**src/rtl/clk_div_ctrl.sv**
```systemverilog
// Runtime reprogramming controller for the clock divider: glitch-free ratio change via gate/drain/load/settle.
// Optional DRAIN timeout with sticky to_flag output when DIV_CTRL_TIMEOUT_EN is defined.
module clk_div_ctrl #(
  parameter int NW      = 8,
  parameter int N_MIN   = 2,
  parameter int N_MAX   = 255,
  parameter int N_RESET = 7,
  parameter int SETTLE  = 4
) (
  input  logic          clk,
  input  logic          reset,
  input  logic          req_valid,
  input  logic [NW-1:0] req_n,
  output logic          req_ready,
  input  logic          div_clk_in,
  output logic [NW-1:0] div_n,
  output logic          div_rst,
  output logic          clk_en,
  output logic          busy,
  output logic          done,
  output logic          cfg_err
`ifdef DIV_CTRL_TIMEOUT_EN
  ,
  output logic          to_flag
`endif
);

  localparam int CW = $clog2(SETTLE + 1);
  localparam logic [CW-1:0] SETTLE_LAST = CW'(SETTLE - 1);

  typedef enum logic [2:0] {
    S_INIT,
    S_IDLE,
    S_DRAIN,
    S_LOAD,
    S_SETTLE
  } state_e;

  state_e        state_q, state_d;
  logic [CW-1:0] cnt_q, cnt_d;
  logic [NW-1:0] div_n_q, div_n_d;
  logic [NW-1:0] pend_q, pend_d;
  logic          div_clk_q, div_clk_d;
  logic          done_q, done_d;
  logic          cfg_err_q, cfg_err_d;
  logic          in_range;

  // Widened so the upper bound stays meaningful when N_MAX is the field's maximum.
  assign in_range = ({1'b0, req_n} >= (NW+1)'(N_MIN)) && ({1'b0, req_n} <= (NW+1)'(N_MAX));

`ifdef DIV_CTRL_TIMEOUT_EN
  localparam int TW = NW + 2;
  logic [TW-1:0] to_cnt_q, to_cnt_d;
  logic          to_flag_q, to_flag_d;
  logic [TW-1:0] to_last;

  // Last DRAIN cycle index of a 2*div_n+2 cycle window, measured against the ratio still in force.
  assign to_last = {1'b0, div_n_q, 1'b0} + TW'(1);
`endif

  // NOTE: every combinational output and next-state variable gets a default first, so no path can infer a latch.
  always_comb begin
    state_d   = state_q;
    cnt_d     = cnt_q;
    div_n_d   = div_n_q;
    pend_d    = pend_q;
    div_clk_d = div_clk_q;
    done_d    = 1'b0;
    cfg_err_d = 1'b0;
`ifdef DIV_CTRL_TIMEOUT_EN
    to_cnt_d  = to_cnt_q;
    to_flag_d = to_flag_q;
`endif
    req_ready = 1'b0;
    busy      = 1'b1;
    clk_en    = 1'b0;
    div_rst   = 1'b0;

    unique case (state_q)
      S_INIT: begin
        div_rst = 1'b1;
        if (cnt_q == SETTLE_LAST) begin
          cnt_d   = '0;
          state_d = S_IDLE;
        end else begin
          cnt_d = cnt_q + CW'(1);
        end
      end

      S_IDLE: begin
        req_ready = 1'b1;
        busy      = 1'b0;
        clk_en    = 1'b1;
        // Cleared so a level already low on DRAIN entry cannot masquerade as a falling edge.
        div_clk_d = 1'b0;
        if (req_valid) begin
          if (!in_range) begin
            cfg_err_d = 1'b1;
          end else begin
`ifdef DIV_CTRL_TIMEOUT_EN
            to_flag_d = 1'b0;
            to_cnt_d  = '0;
`endif
            if (req_n == div_n_q) begin
              done_d = 1'b1;
            end else begin
              pend_d  = req_n;
              state_d = S_DRAIN;
            end
          end
        end
      end

      S_DRAIN: begin
        div_clk_d = div_clk_in;
        if (div_clk_q && !div_clk_in) begin
          state_d = S_LOAD;
        end
`ifdef DIV_CTRL_TIMEOUT_EN
        else if (to_cnt_q == to_last) begin
          state_d   = S_LOAD;
          to_flag_d = 1'b1;
        end else begin
          to_cnt_d = to_cnt_q + TW'(1);
        end
`endif
      end

      S_LOAD: begin
        div_rst = 1'b1;
        div_n_d = pend_q;
        // The LOAD cycle is the first of the SETTLE cycles that div_rst is held.
        if (SETTLE == 1) begin
          state_d = S_IDLE;
          done_d  = 1'b1;
        end else begin
          cnt_d   = CW'(1);
          state_d = S_SETTLE;
        end
      end

      S_SETTLE: begin
        div_rst = 1'b1;
        if (cnt_q == SETTLE_LAST) begin
          cnt_d   = '0;
          state_d = S_IDLE;
          done_d  = 1'b1;
        end else begin
          cnt_d = cnt_q + CW'(1);
        end
      end

      default: state_d = S_INIT;
    endcase
  end

  // NOTE: state registers use non-blocking assignments so every flop samples pre-edge values.
  always_ff @(posedge clk) begin
    if (!reset) begin
      state_q   <= S_INIT;
      cnt_q     <= '0;
      div_n_q   <= NW'(N_RESET);
      pend_q    <= NW'(N_RESET);
      div_clk_q <= 1'b0;
      done_q    <= 1'b0;
      cfg_err_q <= 1'b0;
`ifdef DIV_CTRL_TIMEOUT_EN
      to_cnt_q  <= '0;
      to_flag_q <= 1'b0;
`endif
    end else begin
      state_q   <= state_d;
      cnt_q     <= cnt_d;
      div_n_q   <= div_n_d;
      pend_q    <= pend_d;
      div_clk_q <= div_clk_d;
      done_q    <= done_d;
      cfg_err_q <= cfg_err_d;
`ifdef DIV_CTRL_TIMEOUT_EN
      to_cnt_q  <= to_cnt_d;
      to_flag_q <= to_flag_d;
`endif
    end
  end

  assign div_n   = div_n_q;
  assign done    = done_q;
  assign cfg_err = cfg_err_q;
`ifdef DIV_CTRL_TIMEOUT_EN
  assign to_flag = to_flag_q;
`endif

endmodule
```
**config.mk**
```make
export PLATFORM = sky130hd
export DESIGN_NAME = clk_div_ctrl
export DESIGN_NICKNAME = d
export VERILOG_FILES = /design/src/rtl/clk_div_ctrl.sv
export SDC_FILE = /design/constraint.sdc
export NUM_CORES = 1
export LEC_CHECK = 0
export ABC_CLOCK_PERIOD_IN_PS = 1700
export CORE_ASPECT_RATIO = 1.25
export CORE_MARGIN = 4
export CORE_UTILIZATION = 45
export DETAILED_ROUTE_END_ITERATION = 10
export PLACE_DENSITY = 0.76
export SLEW_MARGIN = 5
export SYNTH_ARGS = -nofsm -noshare
export SYNTH_HDL_FRONTEND = slang
export SYNTH_SLANG_ARGS = --single-unit
```
**constraint.sdc**
```tcl
create_clock -name clk -period 1.7 [get_ports clk]
set_input_delay 0.17 -clock clk [delete_from_list [all_inputs] [get_ports clk]]
set_output_delay 0.17 -clock clk [all_outputs]
set_load 0.02 [all_outputs]
```
======== Word level (Yosys, flattened, before mapping) ========
Index checks and enable logic that the tools add are counted.
word-level totals
  register bits ........................... 25
  latch bits .............................. 0
  memory bits (writable) .................. 0
  bits in read-only memories .............. 0
  input bits .............................. 12
  output and inout port bits .............. 14
  logic and storage cells ................. 49
  memories ................................ 0
operators by class
  add/subtract/negate cells ............... 1
  multipliers ............................. 0
  div/mod/pow operators ................... 0
  magnitude comparators ................... 1
  eq/ne operators ......................... 11
  shift operators ......................... 0
  multiplexer cells ....................... 18
  bitwise operators ....................... 1
  reductions and logical operators ........ 10
operator list
  kind                                                  number
  2-to-1 mux 3 bit                                      6
  case mux 3 bit (4 select lines)                       1
  equality test 3 x 2 -> 1 bit (second input constant)  3
  equality test 8 bit                                   1
  >= comparator 8 x 2 -> 1 bit (second input constant)  1
  2-to-1 mux 1 bit                                      8
  != test 2 bit (second input constant)                 4
  case mux 3 bit (2 select lines)                       1
  AND reduction 5 bit                                   1
  case mux 1 bit (2 select lines)                       2
  AND reduction 4 bit                                   1
  nonzero test 2 bit                                    2
  adder 3 x 1 -> 3 bit (second input constant)          1
  equality test 3 x 1 -> 1 bit (second input constant)  1
  equality test 3 bit (second input constant)           1
  zero test 3 bit                                       1
  AND reduction 3 bit                                   1
  OR reduction 3 bit                                    1
  != test 2 x 1 -> 1 bit (second input constant)        1
  OR reduction 2 bit                                    1
  logical AND 1 bit                                     1
  zero test 1 bit                                       1
  inverter 1 bit                                        1

======== Longest topological paths before layout ========
  depth in word-level cells ............... 5
  gate-level depth with buffers ........... 5

======== Worst setup path after synthesis ========
No wires, ideal clock.
  path type ............................... register to register
  start point ............................. reg state_q[0]
  end point ............................... reg pend_q[0]
  arrival time ............................ 1.595 ns
  path slack .............................. 0.033 ns
  stages on the path, launching flop included .. 5
  path buffers ............................ 0
  period minus slack after synthesis ...... 1.667 ns
  path through ............................ dfxtp_1 nor3b_2 nand2_1 a211oi_4 mux2i_1
between the ends
  word-level cells in the longest chain between the ends .. 2
ends and longest elaborated chain
  what                                  RTL line  RTL
  start: declaration                    39        state_e state_q, state_d;
  start signal: assignment              172       state_q <= state_d;
  equality test 3 x 1 -> 1 bit          79        unique case (state_q)
  AND reduction 4 bit (no source line)  -
  end signal: assignment                163       pend_q <= NW'(N_RESET);
  end signal: assignment                175       pend_q <= pend_d;
  end: declaration                      42        logic [NW-1:0] pend_q, pend_d;
Every way passes these cells.
A chain may end at the register's enable or synchronous reset.

======== Final worst setup path ========
  start point ............................. in req_n[6]
  end point ............................... reg pend_q[2]
between the ends
  word-level cells in the longest chain between the ends .. 3
  elaborated cells on any way between the ends .. 4
  classes of those cells .................. order compare: 1; eq/ne: 1; bitwise: 1; reduce/logical: 1
ends and longest elaborated chain
  what                                                                                  RTL line  RTL
  start: declaration                                                                    13        input logic [NW-1:0] req_n,
  parallel branches: the longest is 2 deep, another holds >= comparator 8 x 2 -> 1 bit  -
  AND reduction 4 bit (no source line) *                                                -
Mark *: on every way between the ends.

==> summary.txt <==
Synthesis
  • Mean Syn Cell Area: 8.52 um^2
  • Seq/Total Area, Yosys: 42.3%
  • Post-Syn Area: 1180 um^2
  • Post-synth EDFFs: 0
  • Syn. warnings: 0
  • FFs w/ async S/R, synth: 0%
  • Mapped Cells: 139
  • Mapped Nets: 152
  • Yosys reg bits: 25
  • Post-synth cell types: 30
  • Ys flop type: dfxtp_1

Worst setup path
  • Crit path largest cell delay: 0.52 ns
  • Arr. time, crit path: 1.90 ns
  • Critical Path Source Type: input port
  • CP max stage cell: or4_4
  • Worst EP required: 1.91 ns
  • Endpoint class of the critical path: flip-flop
  • R2R Setup Slk: 0.16 ns
  • Buffers and inverters on the worst path: 3
  • Crit Path Class: in -> reg
  • CP Max Fanout: 3
  • CP delay by family, top: buffers and inverters
  • Ordered list of cells on the worst path: clkdlybuf4s50_1 -> or4_4 -> nor4_4 -> buf_4 -> a211oi_4 -> buf_4 -> mux2i_2
  • Top cell by count, worst path: buf_4

Clocking
  • CTS Buf Count: 3
  • Root buffer cell: clkbuf_4
  • Clock Tree Buf Depth: 2
  • H-tree levels: 1
  • Hold-fix buffers, CTS: 0
  • Total clock sinks: 25
  • TritonCTS clock tree: done
  • Clk_lat worst skew: 0.31 ns
  • Clk pin slew, worst setup/hold paths: 0.13 ns

Routing
  • Drt total wl: 2660 um
  • DRC violations left: 0
  • Via density: 5.16
  • Drt wl/cell: 12.7 um
  • Antenna-violating nets left: 0
  • Drt initial violations: 28
  • Detailed-route via count: 1083
  • DR pass1 iterations: 4

STA
  • Tmin final: 1.69 ns
  • Final hold violations: 0
  • Worst Tran Pin Value: 0.500 ns
  • Post-route clock period utilization: 99.2%
  • Fmax: 0.593 GHz
  • Setup-failing EPs final: 0
  • TNS Setup: 0 ns
  • Rel. slew slack: 66.4%
  • Setup WS post-layout: 0.0134 ns
  • Hold_ws: 0.183 ns
  • Slew Viols, Final: 0
  • Setup Skew: 0.00476 ns

Floorplanning
  • Die area: 3520 um^2
  • Initial Utilization: 47.8%
  • Die Y: 65.3 um
  • Rows: 20
  • IO Pins: 26
  • Die width: 53.9 um
  • Core Region: 2480 um^2

Final layout
  • # fillers: 197
  • Antenna Cells: 0
  • Post-route cell area: 1600 um^2
  • Area occupied by registers: 500 um^2
  • Fin util: 64.7%
  • NumNets Final: 191
  • Layout cells sized above 1: 15.8%
  • P&R area growth vs syn: 35.4%
  • Area of the multi-input gates: 638 um^2

Power
  • Peak supply drop: 0.000505 V
  • Leakage Power: 0.000648 uW
  • Pwr/cell area: 778 nW/um^2

Global routing
  • First-pass GRT wire length: 4480 um
  • Vias in the first global route: 1064
  • Gr usage total: 16.9%
  • Grt total ovfl: 0
  • Largest net degree at the start of global routing: 15
  • Initial antenna violation count: 0

Job
  • # Max-Cap Violations: 0

Status
  • Status: complete, no violations

Placed design
  • Port Buffers: 25
  • Placer's final routability congestion estimate: 0.858
  • Placed cell areas: 1540 um^2
  • Detailed placement HPWL: 1960 um
  • Setup WS pre-CTS: -0.278 ns

Min path
  • Worst hold path class: in -> reg
-- where the power goes --
group          total (uW)  internal, uW  switching [uW]
clock                 256          91.5             165
sequential            651           627            24.2
combinational         338           161             177
-- logic make-up (layout without fill, tap and decap cells) --
logic type               Yosys count  count (layout)  synth area share [%]
AND/OR/NAND/NOR                   67              67                  29.7
flip-flops                        25              25                  42.3
AO/OA/AOI/OAI                     18              18                  10.1
buffers and inverters             12              50                  4.12
XOR/XNOR                           8               8                  5.92
multiplexers                       8               8                  6.77
adder cells (fa/ha/maj)            1               1                  1.06
-- sequential cells by signal, indices dropped and copies added, names as in the netlist --
| signal | flops |
|---|---|
| div_n | 8 |
| pend_q | 8 |
| cnt_q | 3 |
| state_q | 3 |
| cfg_err | 1 |
| div_clk_q | 1 |
| done | 1 |
-- cells in the mapped netlist (all sizes together) (2+ instances only) --
library cell,count,area share [%]
nor3,2,0.85
mux2i,8,6.8
or4,2,1.6
a31oi,2,1.1
dfxtp,25,42
inv,3,0.95
nor4b,2,1.5
a211oi,2,2.3
nand2,31,9.8
o21ai,3,1.3
xor2,8,5.9
nand3,6,2.5
nand3b,2,1.3
clkbuf,8,2.5
nor2,14,4.4
nor4,3,3.9
a21oi,8,3.4
-- stage by stage --
| stage | cells | power, uW |
|---|---|---|
| after global placement | 201 | 988 |
| after floorplan | 139 | 869 |
| after global routing | 210 | 1320 |
| final | 210 | 1250 |
| after detailed placement | 201 | 1000 |
| after CTS | 206 | 1250 |
-- path summary, 6_finish.rpt --
check / to / start / cells past startpoint
worst max-delay path: pend_q[2] / req_n[6] / 7
worst min-delay path: pend_q[5] / req_n[5] / 3
worst max register to register: pend_q[2] / div_n[7] / 5
worst min register to register: cnt_q[2] / cnt_q[2] / 2
-- repair_timing --
| item | CTS | global route |
|---|---|---|
| pin swaps | 1 | 2 |
| setup endpoints to repair | 4 | 8 |
| gates resized for setup | 4 | 3 |
| setup buffers | 1 | 4 |
-- worst reg2reg max path: stages (launching register included) --
cell	delay [ns]
dfxtp_1	0.35
xor2_1	0.15
nor4_2	0.51
a211oi_4	0.12
buf_4	0.18
mux2i_2	0.14
-- cell type report --
type | instances | share of cell area [%]
clock buffers | 4 | 1.64
inverters | 3 | 0.703
multi-input cells | 102 | 39.8
flip-flops and latches | 25 | 31.2
well taps | 33 | 2.58
repair buffers | 43 | 24.0
-- routing by layer --
layer	vias up	part of all wire (%)	GRT usage, %
li1	549	-	-
met1	504	45	21.3
met2	28	50	27.6
met3	2	4.5	3.17
met4	0	0.79	6.39
met5	-	0	0
-- cell usage in the layout (no fill, tap or decap), types with 2 or more instances in the layout --
master and instances:
dfxtp_1 25, xor2_1 8, clkdlybuf4s50_1 19, dlymetal6s2s_1 2
a21oi_1 8, nand3_1 6, inv_1 3, nand2_1 31
nor3_1 2, clkbuf_4 3, nand3b_1 2, nor2_1 14
buf_4 18, nor4_2 2, mux2i_1 7, dlygate4sd2_1 4
a31oi_1 2, o21ai_0 3, nor4b_1 2
(Power assumes the default switching activity.)
